$ cat config.mk
export PLATFORM = sky130hd
export DESIGN_NAME = warp_scheduler_rr
export DESIGN_NICKNAME = d
export VERILOG_FILES = /design/src/rtl/sched_pkg.sv /design/src/rtl/warp_scheduler_rr_arbiter.sv /design/src/rtl/warp_scheduler_rr.sv
export SDC_FILE = /design/constraint.sdc
export NUM_CORES = 1
export LEC_CHECK = 0
export ABC_AREA = 0
export CAP_MARGIN = 40
export CORE_UTILIZATION = 44
export DETAILED_ROUTE_END_ITERATION = 8
export PLACE_DENSITY = 0.76
export SLEW_MARGIN = 20
export SYNTH_ARGS = -nofsm -noshare
export SYNTH_HDL_FRONTEND = slang
export SYNTH_HIERARCHICAL = 1
export SYNTH_SLANG_ARGS = --single-unit
$ cat constraint.sdc
create_clock -name clk -period 3.05 [get_ports clk]
set_input_delay 0.61 -clock clk [delete_from_list [all_inputs] [get_ports clk]]
set_output_delay 0.61 -clock clk [all_outputs]
set_load 0.01 [all_outputs]
$ cat src/rtl/sched_pkg.sv
// Shared state encodings and packet bit-position defaults for the round-robin warp scheduler.
package sched_pkg;

  typedef enum logic [3:0] {
    ST_IDLE        = 4'd0,
    ST_FETCH       = 4'd1,
    ST_DECODE      = 4'd2,
    ST_ISSUE       = 4'd3,
    ST_EXECUTE     = 4'd4,
    ST_UPDATE      = 4'd5,
    ST_STALLED_MEM = 4'd6,
    ST_TENSOR_BUSY = 4'd7,
    ST_SLEEP       = 4'd8,
    ST_READY       = 4'd9,
    ST_RESUME      = 4'd10,
    ST_DONE        = 4'd15
  } warp_state_t;

  localparam int unsigned DEF_PKT_W      = 64;
  localparam int unsigned DEF_TENSOR_BIT = 42;
  localparam int unsigned DEF_RET_BIT    = 41;
  localparam int unsigned DEF_MEMR_BIT   = 32;
  localparam int unsigned DEF_MEMW_BIT   = 33;

  // A warp may be granted the front-end only from these two states.
  function automatic logic is_candidate(input warp_state_t s);
    return (s == ST_READY) || (s == ST_RESUME);
  endfunction

endpackage

$ cat src/rtl/warp_scheduler_rr_arbiter.sv
// Combinational round-robin picker: first set request at or after ptr, wrapping around.
module rr_arbiter #(
  parameter int unsigned N = 4,
  localparam int unsigned IW = (N > 1) ? $clog2(N) : 1
) (
  input  logic [N-1:0]  req,
  input  logic [IW-1:0] ptr,
  output logic [IW-1:0] gnt_idx,
  output logic          gnt_valid
);

  always_comb begin : pick
    int unsigned idx;
    idx       = 0;
    gnt_idx   = '0;
    gnt_valid = 1'b0;
    for (int unsigned i = 0; i < N; i++) begin
      idx = (32'(ptr) + i) % N;
      if (!gnt_valid && req[idx]) begin
        gnt_valid = 1'b1;
        gnt_idx   = IW'(idx);
      end
    end
  end

endmodule

$ cat src/rtl/warp_scheduler_rr.sv
// Per-core warp scheduler: one warp owns the shared front-end, stalled warps wait in the
// background, and a round-robin arbiter hands the front-end to the next ready warp.
module warp_scheduler_rr
  import sched_pkg::*;
#(
  parameter int unsigned WARPS_PER_CORE = 4,
  parameter int unsigned PC_W           = 8,
  parameter int unsigned PKT_W          = DEF_PKT_W,
  parameter int unsigned TENSOR_BIT     = DEF_TENSOR_BIT,
  parameter int unsigned RET_BIT        = DEF_RET_BIT,
  parameter int unsigned MEMR_BIT       = DEF_MEMR_BIT,
  parameter int unsigned MEMW_BIT       = DEF_MEMW_BIT,
  parameter int unsigned INTERLEAVE     = 0,
  localparam int unsigned IDW = $clog2(WARPS_PER_CORE)
) (
  input  logic                        clk,
  input  logic                        reset_n,
  input  logic                        start,
  input  logic [PC_W-1:0]             entry_pc,
  input  logic [WARPS_PER_CORE-1:0]   warp_enable,
  input  logic                        fetch_done,
  input  logic [PKT_W-1:0]            decoded_packet,
  input  logic [WARPS_PER_CORE-1:0]   mem_done,
  input  logic [WARPS_PER_CORE-1:0]   tensor_done,
  input  logic                        power_sleep_req,
  input  logic [PC_W-1:0]             next_pc,
  output logic [PC_W-1:0]             current_pc,
  output logic [3:0]                  core_state,
  output logic [IDW-1:0]              active_warp_id,
  output logic                        active_valid,
  output logic [4*WARPS_PER_CORE-1:0] warp_state,
  output logic [WARPS_PER_CORE-1:0]   warp_issue_enable,
  output logic                        done
);

  localparam int unsigned N = WARPS_PER_CORE;

  warp_state_t     st [N];
  logic [PC_W-1:0] pc [N];
  logic [N-1:0]    mem_pend;
  logic [N-1:0]    tensor_pend;
  logic [N-1:0]    ret_flag;
  logic [IDW-1:0]  rr_ptr;
  logic            started;

  logic [N-1:0]    cand;
  logic            all_idle;
  logic            all_done;
  logic            others_ready;
  logic [IDW-1:0]  gnt_idx;
  logic            gnt_valid;

  logic            is_tensor;
  logic            is_mem;
  logic            unused_pkt;

  assign is_tensor  = decoded_packet[TENSOR_BIT];
  assign is_mem     = decoded_packet[MEMR_BIT] | decoded_packet[MEMW_BIT];
  assign unused_pkt = ^decoded_packet;

  always_comb begin
    cand         = '0;
    all_idle     = 1'b1;
    all_done     = 1'b1;
    others_ready = 1'b0;
    for (int unsigned w = 0; w < N; w++) begin
      cand[w] = is_candidate(st[w]);
      if (st[w] != ST_IDLE) all_idle = 1'b0;
      if (st[w] != ST_DONE) all_done = 1'b0;
      if (cand[w] && (IDW'(w) != active_warp_id)) others_ready = 1'b1;
    end
  end

  rr_arbiter #(.N(N)) u_arb (
    .req       (cand),
    .ptr       (rr_ptr),
    .gnt_idx   (gnt_idx),
    .gnt_valid (gnt_valid)
  );

  // Front-end steps and background event capture touch disjoint states, so both
  // may assign st[w] in the same cycle without overriding each other.
  always_ff @(posedge clk or negedge reset_n) begin
    if (!reset_n) begin
      for (int unsigned w = 0; w < N; w++) begin
        st[w] <= ST_IDLE;
        pc[w] <= '0;
      end
      mem_pend       <= '0;
      tensor_pend    <= '0;
      ret_flag       <= '0;
      rr_ptr         <= '0;
      started        <= 1'b0;
      active_valid   <= 1'b0;
      active_warp_id <= '0;
      done           <= 1'b0;
    end else if (start && all_idle) begin
      for (int unsigned w = 0; w < N; w++) begin
        if (warp_enable[w]) begin
          st[w] <= ST_READY;
          pc[w] <= entry_pc;
        end else begin
          st[w] <= ST_DONE;
        end
      end
      started <= 1'b1;
      done    <= 1'b0;
    end else begin
      if (started && all_done) done <= 1'b1;

      for (int unsigned w = 0; w < N; w++) begin
        if (active_valid && (active_warp_id == IDW'(w))) begin
          case (st[w])
            ST_FETCH:   if (fetch_done) st[w] <= ST_DECODE;
            ST_DECODE:  st[w] <= ST_ISSUE;
            ST_ISSUE: begin
              ret_flag[w] <= decoded_packet[RET_BIT];
              if (is_tensor) begin
                st[w]        <= ST_TENSOR_BUSY;
                active_valid <= 1'b0;
              end else if (is_mem) begin
                st[w]        <= ST_STALLED_MEM;
                active_valid <= 1'b0;
              end else begin
                st[w] <= ST_EXECUTE;
              end
            end
            ST_EXECUTE: st[w] <= ST_UPDATE;
            ST_UPDATE: begin
              if (ret_flag[w]) begin
                st[w]        <= ST_DONE;
                active_valid <= 1'b0;
              end else begin
                pc[w] <= next_pc;
                if (power_sleep_req) begin
                  st[w]        <= ST_SLEEP;
                  active_valid <= 1'b0;
                end else if ((INTERLEAVE != 0) && others_ready) begin
                  st[w]        <= ST_READY;
                  active_valid <= 1'b0;
                end else begin
                  st[w] <= ST_FETCH;
                end
              end
            end
            default: ;
          endcase
        end

        if ((st[w] == ST_STALLED_MEM) && mem_pend[w]) begin
          st[w]       <= ST_RESUME;
          mem_pend[w] <= 1'b0;
        end else if (mem_done[w] && ((st[w] == ST_ISSUE) || (st[w] == ST_STALLED_MEM))) begin
          mem_pend[w] <= 1'b1;
        end

        if ((st[w] == ST_TENSOR_BUSY) && tensor_pend[w]) begin
          st[w]          <= ST_RESUME;
          tensor_pend[w] <= 1'b0;
        end else if (tensor_done[w] && ((st[w] == ST_ISSUE) || (st[w] == ST_TENSOR_BUSY))) begin
          tensor_pend[w] <= 1'b1;
        end

        if ((st[w] == ST_SLEEP) && !power_sleep_req) st[w] <= ST_READY;
      end

      if (!active_valid && gnt_valid) begin
        active_warp_id <= gnt_idx;
        active_valid   <= 1'b1;
        st[gnt_idx]    <= (st[gnt_idx] == ST_RESUME) ? ST_EXECUTE : ST_FETCH;
        rr_ptr         <= (gnt_idx == IDW'(N - 1)) ? '0 : gnt_idx + 1'b1;
      end
    end
  end

  always_comb begin
    current_pc        = pc[active_warp_id];
    core_state        = active_valid ? st[active_warp_id] : ST_IDLE;
    warp_issue_enable = '0;
    if (active_valid && (st[active_warp_id] == ST_ISSUE))
      warp_issue_enable[active_warp_id] = 1'b1;
    warp_state = '0;
    for (int unsigned w = 0; w < N; w++) warp_state[4*w +: 4] = st[w];
  end

endmodule

==> results of run 1 <==
timing repair:
item | 4_1_cts | 5_1_grt
hold buffers | 0 | 0
setup endpoints to repair | 4 | 9
pin swaps | 3 | 2
gates resized for setup | 11 | 7
gates cloned | 0 | 0
buffers inserted | 2 | 2
synth_stat cells, types with 6 or more instances:
| master | count |
|---|---|
| nand3b_1 | 6 |
| clkbuf_1 | 17 |
| o21a_1 | 10 |
| inv_1 | 14 |
| mux2_2 | 7 |
| buf_2 | 9 |
| o31ai_1 | 6 |
| a31oi_1 | 12 |
| or3_1 | 16 |
| nor3_1 | 11 |
| o221a_2 | 16 |
| nand3_1 | 13 |
| o22a_1 | 9 |
| nor2b_1 | 10 |
| nor2_1 | 29 |
| and2_1 | 6 |
| o22ai_1 | 9 |
| mux4_2 | 10 |
| nand2b_1 | 28 |
| nand2_1 | 34 |
| o21ai_0 | 18 |
| dfrtp_1 | 67 |
| a21oi_1 | 27 |
worst reg2reg max path, delay by kind of cell, from the launching register on:
family          cells  cell delay [ns]
simple gates        4             1.22
flops               1             0.39
compound gates      3             0.70
buf+inv             3             0.48
layout make-up:
cell class	count	area (sq um)	area share
Clock inverter	7	76.3	0.0131
Tap cell	133	166	0.0286
Sequential cell	67	1680	0.288
Multi-Input combinational cell	374	2710	0.466
Timing Repair Buffer	109	1000	0.172
Inverter	15	56.3	0.00969
Clock buffer	9	124	0.0213
cells by family (layout without fill, tap and decap cells):
family / after synthesis / count (layout) / synth area share
AOI/OAI and AO/OA: 151 / 151 / 0.243
xor gates and xnor gates: 4 / 4 / 0.00764
adders and majority gates: 4 / 4 / 0.0109
buffers and inverters: 50 / 140 / 0.0499
DFF: 67 / 67 / 0.366
muxes: 24 / 24 / 0.0890
and+or+nand+nor: 191 / 191 / 0.234
metal layers:
layer	vias up	part of all wire	global-route usage
met1	2202	0.41	0.372
met4	0	0.027	0.128
met3	32	0.088	0.0602
li1	2052	-	-
met2	267	0.47	0.412
met5	-	0	0
per-stage QoR:
stage,hold WS (ns),instance area (sq um),cells,utilization
floorplan,0.314,4590,491,-
global placement,0.451,5560,694,0.558
detailed placement,0.471,5560,694,0.558
CTS,0.245,5780,712,0.581
global route,0.246,5810,714,0.584
finish,0.226,5810,714,0.584
power groups by stage:
stage | Clock, mW | Sequential (mW) | Combinational (mW)
6_report | 0.771 | 0.904 | 0.133
5_1_grt | 0.828 | 0.905 | 0.143
4_1_cts | 0.780 | 0.904 | 0.134
3_5_place_dp | 0 | 0.922 | 0.133
3_3_place_gp | 0 | 0.921 | 0.132
2_1_floorplan | 0 | 0.920 | 0.0311
sequential cells by signal (all words and copies together) (netlist names):
signal and count:
active_valid 1, active_warp_id 2, done 1, mem_pend 4, pc 32, ret_flag 4
rr_ptr 2, started 1, tensor_pend 4, warp_state 16
path summary, 6_finish.rpt:
path                                    from                   end  depth (start not counted)
max                        active_warp_id[0]  warp_issue_enable[0]                          6
min                                  reset_n         warp_state[7]                          1
max reg2reg                   warp_state[10]         warp_state[8]                         10
min reg2reg                          started               started                          1
max in group asynchronous            reset_n           mem_pend[3]                          2
min in group clk                     started               started                          1
==> results.cfg, run 1 <==
[clock_network]
cts_root_buf = clkbuf_8
clock-sinks = 67
cts.path.max_buffers = 2
tritoncts = yes
clkSlewWorstSetupHoldPaths_ns = 0.09
cts_max_level = 3
cts_buffers = 9
insertion_delay_ns = 0.35

[global_routing]
grt_pass1_wl_mm = 23.4
grtUsageTotal = 0.273
grt_overflow_total = 0
antenna_found_initial = 0
grt_max_degree = 48
first_global_vias = 4493

[detailed_routing]
routed_wl_mm = 14.5
dr.pass1.iters = 5
drc_errors = 0
postRouteAntennaNets = 0
drt_iter0_drc = 418
vias = 4553
vias_per_cell = 6.38
wl_per_cell_um = 20.3

[timing]
fin_setup_tns_ns = 0
grt_setup_unrepaired = false
worst_slack_ns = 0.106
setup_violations = 0
clock_skew_ns = 0.0150
tightest_slew_ns = 0.657
hold_viol = 0
maxSlewViolCount = 0
layout_min_cycle_time_ns = 2.94
max_freq_ghz = 0.340
period_share = 0.965
relSlewSlack = 0.556

[place]
place_ws_ns = 0.101
dp_hpwl_mm = 10.1
place_congestion = 0.982
io_buffers = 72

[synthesis]
seq_area_frac_synth = 0.366
yosys.area.top_type = dfrtp_1
synthesis.nets = 592
synth_flop_cell = dfrtp_1
post_synth_main_area_contributors = dfrtp_1 37%, mux4_2 4.9%, o221a_2 3.9%
syn_area_per_cell_sq_um = 9.34
netlist_area_sq_um = 4590
synth_cell_type_count = 68
synth_top_area_share = 0.366
synth_edf_count = 0
yosys_warnings = 6
ys_ff_latch = 67
async_reset_ff_frac = 1.00
netlist_instances = 491

[power_and_ir_drop]
switching_share = 0.253
ir_worst_vdd_mv = 0.233
switching_power_mw = 0.457
intPower_mw = 1.35
p_seq_frac = 0.500
leakage_nw = 2.30
comb_power_share = 0.074
total_power_mw = 1.81
clockPowerShare = 0.426
powerDensity_nw_per_um2 = 311

[finish]
antenna_cells = 0
layout.nets = 677
drive_above_1_share = 0.182
area_delta_synth_final_pct = 26.8
fill_cells = 876
layout_common_cells = 67 x dfrtp_1, 67 x clkdlybuf4s50_1, 35 x buf_4, 33 x nand2_1

[floorplanning]
pin_count = 133
rows = 36
core_sq_um = 9950
die_area_sq_um = 10800
start_util = 0.461
fp.dieW_um = 104
fp.dieH_um = 104

[outcome]
status = finished, final reports clean

[critical_path]
ff2ff_setup_slack_ns = 0.15
cp-end-kind = output pin
cp_top_family = simple AND/OR/NAND/NOR gates
max_stage_delay_ns = 0.57
critPathBufInv = 2
crit_required_ns = 2.44
worst-path-max-fanout = 3
crit_type = reg2out
worstPathArrival_ns = 2.33
path_cells = mux4_2 -> nor3b_4 -> nand2_2 -> buf_4 -> nor3_4 -> clkdlybuf4s15_1
slowest_stage = mux4_2
startpoint_type = register

[hold_path]
min_path_type = in2async

[flow_run]
cap_violations = 0
Power figures use the tool's default switching activity.
==> inputs of run 2 (changes only) <==
==> constraint.sdc (replaced) <==
create_clock -name clk -period 3.05 [get_ports clk]
set_input_delay 0.305 -clock clk [delete_from_list [all_inputs] [get_ports clk]]
set_output_delay 0.305 -clock clk [all_outputs]
set_load 0.01 [all_outputs]
==> run 2 against run 1 <==
Cell count shrank 0.42%. First-iteration DRC count shrank 14%. Fmax shrank 0.61%. Critical endpoint is now warp_issue_enable[1]. Combinational power grew 5%. Hold slack gained 0.19 ns. Sequential share of layout area is essentially flat. Via count grew 0.55%. Wire length grew 1.4%. Count of clock-buffer cells in the layout is the same. Worst setup slack lost 0.018 ns.
==> results.cfg, run 2 (same netlist as run 1, synthesis figures left out) <==
[finish]
regMostFlops = pc
layout_commonest_cell = clkdlybuf4s50_1
drive_above_1_share = 0.170
layout_common_cells = 71 x clkdlybuf4s50_1, 67 x dfrtp_1, 33 x nand2_1, 32 x buf_4, 29 x nor2_1
finish.utilization = 0.584
layout.nets = 674
area_delta_synth_final_pct = 26.8
antenna_cells = 0
largest_reg_flops = 32
fin_area_sq_um = 5820
layoutNonFillerInstCount = 711

[floorplanning]
fp.dieH_um = 104
fp.dieW_um = 104
rows = 36
core_sq_um = 9950
pin_count = 133
start_util = 0.461
die_area_sq_um = 10800

[clock_network]
cts.path.max_buffers = 2
clock-sinks = 67
insertion_delay_ns = 0.36
cts_root_buf = clkbuf_8
tritoncts = yes
cts_buffers = 9
cts_max_level = 3
clkSlewWorstSetupHoldPaths_ns = 0.09

[global_routing]
grt_max_degree = 35
grt_pass1_wl_mm = 23.7
grt_overflow_total = 0
antenna_found_initial = 0
first_global_vias = 4451
grtUsageTotal = 0.278

[detailed_routing]
drt_iter0_drc = 361
wl_per_cell_um = 20.6
vias = 4578
drc_errors = 0
postRouteAntennaNets = 0
routed_wl_mm = 14.7
vias_per_cell = 6.44
dr.pass1.iters = 5

[hold_path]
min_path_type = in2async

[power_and_ir_drop]
powerDensity_nw_per_um2 = 329
ir_worst_vdd_mv = 0.247
leakage_nw = 2.30
total_power_mw = 1.91

[timing]
hold_viol = 0
relSlewSlack = 0.557
max_freq_ghz = 0.338
period_share = 0.971
fin_setup_tns_ns = 0
worst_slack_ns = 0.0877
whs_ns = 0.419
setup_violations = 0
layout_min_cycle_time_ns = 2.96
tightest_slew_ns = 0.662
grt_setup_unrepaired = false
maxSlewViolCount = 0
clock_skew_ns = 0.0151

[place]
numPlacedInstances = 692
dp_hpwl_mm = 10.2
place_ws_ns = 0.167
io_buffers = 72
dpl_cell_area_sq_um = 5530
place_congestion = 0.956

[critical_path]
cp-end-kind = output pin
crit_type = reg2out
crit_required_ns = 2.74
worstPathArrival_ns = 2.66
worst-path-max-fanout = 4
startpoint_type = register

[flow_run]
cap_violations = 0

[outcome]
status = finished, final reports clean
==> run 2: cell types whose count changed in the layout (fill, tap and decap cells not counted), moves of 2 or more <==
| cell | change |
|---|---|
| clkdlybuf4s50_1 | +4 |
| a21oi_2 | -2 |
| dlygate4sd2_1 | -2 |
| a21oi_1 | +2 |
| buf_4 | -3 |
==> run 2: where the power goes <==
part / total (mW) / leakage (nW) / internal (mW) / switching, mW
logic: 0.139 / 1.31 / 0.0747 / 0.0644
clock network: 0.871 / 0.110 / 0.466 / 0.405
registers: 0.904 / 0.873 / 0.898 / 0.00598
total: 1.91 / 2.30 / 1.44 / 0.475
==> run 2: final timing paths <==
| kind | to | cells after the start | slack [ns] | start |
|---|---|---|---|---|
| max | warp_issue_enable[1] | 5 | 0.09 | warp_state[6] |
| min in group clk | started | 1 | 0.49 | started |
| min | tensor_pend[1] | 2 | 0.42 | reset_n |
| max reg2reg | warp_state[8] | 10 | 0.19 | warp_state[5] |
| min reg2reg | started | 1 | 0.49 | started |
| max in group asynchronous | mem_pend[3] | 4 | 1.87 | reset_n |
==> run 2: layout make-up <==
| cell class | instances | area (sq um) |
|---|---|---|
| fillers | 852 | 4140 |
| multi-input cells | 374 | 2700 |
| flip-flops and latches | 67 | 1680 |
| repair buffers | 106 | 993 |
| well taps | 133 | 166 |
| clock buffers | 9 | 124 |
| clock inverters | 7 | 98.8 |
| inverters | 15 | 56.3 |
==> run 2: worst max-delay path, stage by stage, from the launching register on <==
cell	delay, ns
dfrtp_1	0.44
mux4_1	0.59
nor3b_4	0.29
nand2_2	0.17
nor3b_4	0.24
clkdlybuf4s50_1	0.57
==> run 2: routing by layer <==
| metal | global-route usage | wire, um |
|---|---|---|
| met5 | 0 | 0 |
| met4 | 0.124 | 463 |
| met3 | 0.0395 | 1230 |
| met2 | 0.436 | 6980 |
| met1 | 0.380 | 6000 |
==> run 2: what timing repair did <==
action	4_1_cts	5_1_grt
setup endpoints to repair	1	9
pin swaps	1	1
gates resized for setup	0	5
hold buffers	0	1
hold endpoints to repair	0	14
buffers inserted	1	0
